===== src/rtl/wb_tracker_if.sv =====
// Trace element types and the bundled EX-in / WB-out signal group for wb_tracker.
// The package sits ahead of the interface so both the tracker and its users see one definition.
package wb_tracker_pkg;

  typedef struct packed {
    logic [31:0] time_start;
    logic [31:0] time_end;
  } time_pair_t;

  typedef struct packed {
    logic [31:0] time_start;
    logic [31:0] time_end;
    time_pair_t  mem_access_res;
  } wb_data_t;

  typedef struct packed {
    logic [31:0] instruction;
    wb_data_t    wb_data;
  } trace_output;

endpackage

interface wb_tracker_if;
  import wb_tracker_pkg::*;

  logic [31:0] counter;
  logic        ex_data_ready;
  trace_output ex_data_in;
  logic        ex_mem_access;
  logic        wb_ready;
  logic        data_rvalid_i;
  trace_output wb_data_o;
  logic        wb_data_ready;
  logic        overflow;
  logic        trace_error;

  modport master (
    output counter, ex_data_ready, ex_data_in, ex_mem_access, wb_ready, data_rvalid_i,
    input  wb_data_o, wb_data_ready, overflow, trace_error
  );

  modport slave (
    input  counter, ex_data_ready, ex_data_in, ex_mem_access, wb_ready, data_rvalid_i,
    output wb_data_o, wb_data_ready, overflow, trace_error
  );

endinterface


===== src/rtl/wb_tracker.sv =====
// Writeback-stage trace tracker: queues EX trace elements, timestamps the writeback
// and data-memory response phases, and emits each finished element as a one-cycle pulse.
module wb_tracker #(
  parameter int DEPTH      = 4,
  parameter int ADDR_WIDTH = 32
) (
  input logic         clk,
  input logic         rst,
  wb_tracker_if.slave bus
);
  import wb_tracker_pkg::*;

  localparam int PW = $clog2(DEPTH);
  localparam int CW = PW + 1;

  if (DEPTH < 2 || (DEPTH & (DEPTH - 1)) != 0 || ADDR_WIDTH < 1) begin : g_bad_param
    $error("wb_tracker: DEPTH must be a power of two >= 2");
  end

  typedef enum logic [1:0] {IDLE, WAIT_RVALID, WAIT_WB} state_t;

  typedef struct packed {
    trace_output elem;
    logic        mem;
  } entry_t;

  entry_t      fifo_mem [DEPTH];
  logic [PW-1:0] wr_ptr, rd_ptr;
  logic [CW-1:0] count;
  state_t      state;
  trace_output work;
  logic [31:0] last_instr;

  logic        push, push_ok, pop, full, empty;
  entry_t      in_entry;
  trace_output load_elem;
  state_t      load_state;

  // NOTE: every always_comb output gets a default first so no path leaves it unassigned (no latch).
  always_comb begin
    full  = (count == CW'(DEPTH));
    empty = (count == '0);
    push  = bus.ex_data_ready && (bus.ex_data_in.instruction != last_instr);
    pop   = !empty && (state == IDLE || (state == WAIT_WB && bus.wb_ready));
    // A full FIFO still accepts when the head leaves on the same edge.
    push_ok = push && (!full || pop);

    in_entry                          = '{elem: bus.ex_data_in, mem: bus.ex_mem_access};
    in_entry.elem.wb_data.time_start  = bus.counter;

    load_elem  = fifo_mem[rd_ptr].elem;
    load_state = WAIT_WB;
    if (fifo_mem[rd_ptr].mem) begin
      load_elem.wb_data.mem_access_res.time_start = bus.counter;
      load_state = WAIT_RVALID;
    end
  end

  // NOTE: storage array has no reset; only pointers and count define what is valid.
  always_ff @(posedge clk) begin
    if (push_ok) fifo_mem[wr_ptr] <= in_entry;
  end

  // NOTE: sequential state uses non-blocking assignments so every reader sees pre-edge values.
  always_ff @(posedge clk) begin
    if (!rst) begin
      state             <= IDLE;
      wr_ptr            <= '0;
      rd_ptr            <= '0;
      count             <= '0;
      last_instr        <= '0;
      work              <= '0;
      bus.wb_data_o     <= '0;
      bus.wb_data_ready <= 1'b0;
      bus.overflow      <= 1'b0;
      bus.trace_error   <= 1'b0;
    end else begin
      bus.wb_data_ready <= 1'b0;

      if (push) last_instr <= bus.ex_data_in.instruction;
      if (push && !push_ok) bus.overflow <= 1'b1;
      if (push_ok) wr_ptr <= wr_ptr + 1'b1;
      if (pop) rd_ptr <= rd_ptr + 1'b1;
      count <= count + CW'(push_ok) - CW'(pop);

      if (bus.data_rvalid_i && state != WAIT_RVALID) bus.trace_error <= 1'b1;

      case (state)
        IDLE: begin
          if (pop) begin
            work  <= load_elem;
            state <= load_state;
          end
        end
        WAIT_RVALID: begin
          if (bus.data_rvalid_i) begin
            work.wb_data.mem_access_res.time_end <= bus.counter;
            state <= WAIT_WB;
          end
        end
        WAIT_WB: begin
          if (bus.wb_ready) begin
            bus.wb_data_o                  <= work;
            bus.wb_data_o.wb_data.time_end <= bus.counter;
            bus.wb_data_ready              <= 1'b1;
            if (pop) begin
              work  <= load_elem;
              state <= load_state;
            end else begin
              state <= IDLE;
            end
          end
        end
        default: state <= IDLE;
      endcase
    end
  end

endmodule


===== src/flat_wrapper.sv =====
// flat-port wrapper written by rule: the top's interface ports become plain ports
module wb_tracker_flat import wb_tracker_pkg::*;
#(
  parameter int DEPTH      = 4,
  parameter int ADDR_WIDTH = 32
)
  (clk, rst, bus_counter, bus_ex_data_ready, bus_ex_data_in, bus_ex_mem_access, bus_wb_ready, bus_data_rvalid_i, bus_wb_data_o, bus_wb_data_ready, bus_overflow, bus_trace_error);
  wb_tracker_if bus_i ();
  input logic clk;
  input logic rst;
  input wire logic [$bits(bus_i.counter)-1:0] bus_counter;
  input wire logic [$bits(bus_i.ex_data_ready)-1:0] bus_ex_data_ready;
  input wire logic [$bits(bus_i.ex_data_in)-1:0] bus_ex_data_in;
  input wire logic [$bits(bus_i.ex_mem_access)-1:0] bus_ex_mem_access;
  input wire logic [$bits(bus_i.wb_ready)-1:0] bus_wb_ready;
  input wire logic [$bits(bus_i.data_rvalid_i)-1:0] bus_data_rvalid_i;
  output wire logic [$bits(bus_i.wb_data_o)-1:0] bus_wb_data_o;
  output wire logic [$bits(bus_i.wb_data_ready)-1:0] bus_wb_data_ready;
  output wire logic [$bits(bus_i.overflow)-1:0] bus_overflow;
  output wire logic [$bits(bus_i.trace_error)-1:0] bus_trace_error;
  assign bus_i.counter = bus_counter;
  assign bus_i.ex_data_ready = bus_ex_data_ready;
  assign bus_i.ex_data_in = bus_ex_data_in;
  assign bus_i.ex_mem_access = bus_ex_mem_access;
  assign bus_i.wb_ready = bus_wb_ready;
  assign bus_i.data_rvalid_i = bus_data_rvalid_i;
  assign bus_wb_data_o = bus_i.wb_data_o;
  assign bus_wb_data_ready = bus_i.wb_data_ready;
  assign bus_overflow = bus_i.overflow;
  assign bus_trace_error = bus_i.trace_error;
  wb_tracker #(.DEPTH(DEPTH), .ADDR_WIDTH(ADDR_WIDTH)) u_core (.clk(clk), .rst(rst), .bus(bus_i));
endmodule

===== config.mk =====
export PLATFORM = sky130hd
export DESIGN_NAME = wb_tracker_flat
export DESIGN_NICKNAME = d
export VERILOG_FILES = /design/src/rtl/wb_tracker_if.sv /design/src/rtl/wb_tracker.sv /design/src/flat_wrapper.sv
export SDC_FILE = /design/constraint.sdc
export NUM_CORES = 1
export LEC_CHECK = 0
export CORE_ASPECT_RATIO = 1.75
export CORE_UTILIZATION = 50
export DETAILED_ROUTE_END_ITERATION = 8
export MAX_ROUTING_LAYER = met4
export PLACE_DENSITY_LB_ADDON = 0.05
export SYNTH_ARGS = -nofsm -noshare
export SYNTH_HDL_FRONTEND = slang
export SYNTH_SLANG_ARGS = --single-unit

===== constraint.sdc =====
create_clock -name clk -period 6.29 [get_ports clk]
set_clock_uncertainty 0.05 [all_clocks]
set_input_delay 1.887 -clock clk [delete_from_list [all_inputs] [get_ports clk]]
set_output_delay 1.887 -clock clk [all_outputs]
set_load 0.005 [all_outputs]

### After elaboration in Yosys (flattened, before gate mapping)

Memories as Yosys holds them, arrays and structs flattened. A register that Yosys moved wholly into a read port is not among the register bits.
Index checks and enable logic that the tools add are counted.

* eq/ne operators: 8
* multiplexer cells: 17
* reduce and logical (&&, ||, !) cells: 20
* $add $sub $neg: 4

Operators with widths (number)
* $mux 160: 2
* $pmux 128 s2: 1
* $pmux 32 s3: 1
* $mux 32: 2
* $ne 32x32->1: 1
* $mux 2: 7
* $logic_and 1x1->1: 6
* $pmux 2 s3: 1
* $reduce_and 2->1: 3
* $reduce_and 3->1: 2
* $add 2x1->2 const B: 2
* $ne 2x1->1 const B: 2
* $ne 2x2->1 const B: 2
* $add 3x1->3: 1
* $eq 3x3->1 const B: 1
* $logic_not 1->1: 3
* $logic_not 3->1: 1
* $mux 1: 3
* $reduce_bool 3->1: 1
* $sub 3x1->3: 1
* $eq 2x1->1 const B: 1
* $eq 2x2->1 const B: 1
* $logic_not 2->1: 1
* $logic_or 1x1->1: 2
* $reduce_bool 2->1: 1

* register bits after elaboration: 364
* memory bits (writable): 644
* input port bits: 198
* memories kept: 1
* output and inout port bits: 163

Memory list
* u_core.fifo_mem: words 4, bits a word 161, rd ports 1, clocked after memory_dff 1, write ports 1, line wb_tracker.sv:27 `entry_t fifo_mem [DEPTH];`

### Logic depth before layout (Yosys ltp)

* depth after elaboration: 8
* mapped depth: 13
* mapped depth without buffers: 11

### Worst setup path before layout

Ideal clock, no wire load.

* kind: in2reg
* start point: input bus_wb_ready
* end point: memory u_core.fifo_mem[2][0] in the netlist's numbering, enable pin
* slack: 0.167 ns
* stages: 5
* arrival time: 5.569 ns
* path through: nor2b_1 > o211ai_1 > nand2_1 > a21oi_1 > and2_1

* longest elaborated chain between the ends: 7

RTL lines
* start, declared: line flat_wrapper.sv:15 `input wire logic [$bits(bus_i.wb_ready)-1:0] bus_wb_ready;`
* $logic_and 1x1->1: line wb_tracker.sv:44 `pop = !empty && (state == IDLE || (state == WAIT_WB && bus.wb_ready));`
* $logic_or 1x1->1: line wb_tracker.sv:44
* $logic_and 1x1->1: line wb_tracker.sv:44
* $logic_or 1x1->1: line wb_tracker.sv:46 `push_ok = push && (!full || pop);`
* $logic_and 1x1->1: line wb_tracker.sv:46
* $mux 1: line wb_tracker.sv:61 `if (push_ok) fifo_mem[wr_ptr] <= in_entry;`
* $mux 1 (not written as such): line wb_tracker.sv:61
* end, declared: line wb_tracker.sv:27

Every way passes these cells.

### Worst setup path after layout

* start point: input bus_ex_data_in[133]
* end point: memory u_core.fifo_mem[2][141] in the netlist's numbering, enable pin

* longest elaborated chain between the ends: 5

RTL lines
* start, declared: line flat_wrapper.sv:13 `input wire logic [$bits(bus_i.ex_data_in)-1:0] bus_ex_data_in;`
* $ne 32x32->1: line wb_tracker.sv:43 `push = bus.ex_data_ready && (bus.ex_data_in.instruction != last_instr);`
* $logic_and 1x1->1: line wb_tracker.sv:43
* $logic_and 1x1->1: line wb_tracker.sv:46
* $mux 1: line wb_tracker.sv:61
* $mux 1 (not written as such): line wb_tracker.sv:61

Every way passes these cells.

==> summary.md <==
| Metric | Value |
|---|---|
| Layout cell share with drive strength beyond 1 | 11.1% |
| R2R cell count | 6 |
| Fin worst setup slack | 1510 ps |
| VDD IR-drop max | 0.446 mV |
| Drt wl/cell | roughly 22 um |
| Worst Hold Depth | 2 |
| Mapped Avg Cell Area | around 14 um2 |
| Cell with the most instances after synthesis | nand2_1 |
| Worst-margin pin slew | 1160 ps |
| Largest family of logic cells by synthesized area | multiplexers |
| Sequential area share after synthesis | 70.7% |
| YS warnings | 0 |
| Row count | ~120 |
| WP data required | approximately 6500 ps |
| Die ar. | approximately 64000 um2 |
| Slew Viols, Final | 0 |
| Final Hold Violating Endpoints | 0 |
| Mapped Nets | 2428 |
| Drt total wl | about 74000 um |
| Slew HR | between 20% and 30% |
| RSZ-0062 raised after global routing | false |
| Met3 Wirelength | roughly 4000 um |
| Antenna violations before repair | 6 |
| Synth Area in Adders | less than 1% |
| Top-area cell type share of the netlist area | around half |
| Hold crit path type | flip-flop to flip-flop |
| CTS root buffer | clkbuf_16 |
| Global-route wire length before repair | between 100000 and 150000 um |
| Setup TNS | 0 ps |
| Placer Congestion | between 0.7 and 0.8 |
| Drt drc | 0 |
| Setup bufs post-CTS | 0 |
| Simple-Gate Fraction of Synth Area | around 7.6% |
| Area leader, netlist | edfxtp_1 |
| CTS HTree Levels | 3 |
| Final period util | about three quarters |
| Top_reg_cell synth | edfxtp_1 |
| Met1 WL | 29300 um |
| Post-CTS sizing | 0 |
| Overall Global Routing Usage | 24.6% |
| Final Power | ~15000 uW |
| Post-Syn Area | 31400 um2 |
| Reg-to-Reg Start | u_core.last_instr[5] |
| Initial Util | approximately half |
| CP Class | primary input to flip-flop |
| Post-synthesis mux area share | a little under an eighth |
| Post-synthesis compound-gate area fraction | roughly 6.4% |
| Pre-CTS setup slack | approximately 830 ps |
| Vias in the first global route | 19100 |
| Max-cap violations | 0 |
| DP HPWL | 43500 um |
| CTS tree | done |
| Worst Setup End Kind | flip-flop |
| Placed Cells incl. Taps | 3201 |
| # fillers | 4929 |
| Post-Layout Cell Count | 3343 |
| CORE AREA | 62100 um2 |
| Number of synthesized register bits | 850 |
| Congestion Overflow GR | 0 |
| EDFF count, synth | ~520 |
| Metal2 WL | between 30000 and 40000 um |
| Synth Area in XOR/XNOR | between 1 and 1.5% |
| Clock Sinks | between 800 and 900 |
| Final core utilization | 60.1% |
| Port-buffer cells | a little under 300 |
| Async SR Flop Fraction | 0% |
| Vias | 18500 |
| Largest net degree at the start of global routing | 164 |
| Router iterations before antenna repair | 4 |
| Leak | 0.0123 uW |
| Crit path launch type | primary input |
| End of the worst register-to-register path | u_core.fifo_mem[2][141] |
| Crit path max fanout | 72 |
| Final ANT Viol Nets | 0 |
| Worst Hold End | u_core.bus.wb_data_o[103] |
| Synth Instances | about 2200 |
| Final nets | between 2000 and 3000 |
| Initial drt markers | 1013 |
| Hold Startpoint | u_core.work[103] |
| Layout area overhead | 18.9% |
| Count of different cell masters after synthesis | 33 |
| Final min period | between 4000 and 5000 ps |
| Die Wd | 191 um |
| Clk_lat worst skew | roughly 630 ps |
| Max Freq | approximately 210 MHz |
| CTS Hold Bufs | 0 |
| Final Setup Violations | 0 |
| Setup slack, reg-to-reg | around 2900 ps |
| Total CTS buffers | between 70 and 80 |
| Die height | approximately 330 um |
| Reg clk slew, reported paths | roughly 60 ps |
| Outcome | finished, final reports clean |
| CTS Buffer Depth | 3 |
| Top Metal Used | met4 |
| PD cells | 403 nW/um2 |
| Ports | about 360 |
| Most instantiated cells after synthesis | 552 x nand2_1, 516 x edfxtp_1, 334 x dfxtp_1, 260 x a21oi_1, 129 x mux4_2 |
| Vias per inst | roughly 5.5 |
| Top cells by area, synth | edfxtp_1 49%, dfxtp_1 21%, mux4_2 9.3% |
| CP Data Arrival Time | between 4000 and 5000 ps |
[report_power, final]
group / internal [uW] / leakage, uW / switching [uW] / total (uW)
clock: 2470 / 0.00114 / 1950 / 4420
sequential: 6660 / 0.00747 / 401 / 7060
combinational: 1500 / 0.00366 / 2060 / 3560
[per-layer routing]
| metal | global-route usage, % | up-vias |
|---|---|---|
| met2 | 42.2 | 503 |
| met3 | 3.85 | 110 |
| met5 | - | - |
| met1 | 28.9 | 9352 |
| li1 | - | 8580 |
| met4 | 8.92 | 0 |
[critical path, cell delays in order]
cell and delay (ps):
clkdlybuf4s50_1 450, xnor2_1 310, nand4_1 210, nor4_2 100, a21oi_1 530, and2_4 910
buf_12 460
[cell families (layout without fill, tap and decap cells)]
group	Yosys count	after routing
AO/OA/AOI/OAI	361	361
XOR/XNOR	36	36
adder cells (fa/ha/maj)	7	7
buffers and inverters	156	472
flip-flops	850	850
multiplexers	195	195
other	0	5
AND/OR/NAND/NOR	618	618
[area by class of cell]
type | instances | area (um2) | share of cell area [%]
Sequential cell | 850 | 22200 | 59.5
Tap cell | 799 | 1000 | 2.68
Inverter | 7 | 38.8 | 0.104
Clock buffer | 119 | 2220 | 5.95
Clock inverter | 18 | 116 | 0.312
Antenna cell | 5 | 12.5 | 0.0335
Multi-Input combinational cell | 1217 | 8430 | 22.6
Timing Repair Buffer | 328 | 3290 | 8.83
[worst max path at each step]
stage | startpoint | end | cells after the start
2_1_floorplan | bus_wb_ready | u_core.fifo_mem[2][0] | 5
3_3_place_gp | bus_ex_data_in[135] | u_core.fifo_mem[2][145] | 7
3_5_place_dp | bus_ex_data_in[135] | u_core.fifo_mem[2][149] | 7
4_1_cts | bus_ex_data_in[135] | u_core.fifo_mem[2][105] | 7
5_1_grt | bus_ex_data_in[135] | u_core.fifo_mem[2][141] | 7
6_report | bus_ex_data_in[133] | u_core.fifo_mem[2][141] | 7
[registers in the layout (all words and copies together), names as in the netlist, 2 cells and up, named ones only]
signal	count
u_core.bus.wb_data_o	160
u_core.rd_ptr	2
u_core.state	2
u_core.work	128
u_core.count	3
u_core.last_instr	32
u_core.fifo_mem	516
u_core.wr_ptr	2
[stage by stage]
stage	cell area [um2]	hold slack, ps
after floorplan	31400	382
after global placement	35000	388
after detailed placement	35000	392
after CTS	37300	401
after global routing	37300	409
final	37300	399
[placed cells by master (no fill, tap or decap), types with 2 or more instances in the layout]
cell             synthesis  routed
a211oi_1                32      32
a21oi_1                260     260
a22o_1                  33      33
and2_4                   0       4
buf_12                   0       8
buf_2                   32       2
buf_4                   14      24
clkbuf_1                83      30
clkbuf_16                0      79
clkbuf_8                 0       9
clkdlybuf4s50_1          0     294
clkinv_1                 0       4
clkinv_2                 0      10
dfxtp_1                334     332
dfxtp_4                  0       2
diode_2                  0       5
edfxtp_1               516     516
ha_1                     6       6
inv_1                    5       5
inv_6                    0       2
mux2i_1                 66      66
mux4_2                 129     128
nand2_1                552     552
nand4_1                  8       8
nor2_1                  45      44
nor4_2                   2       2
o21ai_1                 32      32
xnor2_1                 34      34
xor2_1                   2       2
Power figures use the tool's default switching activity.
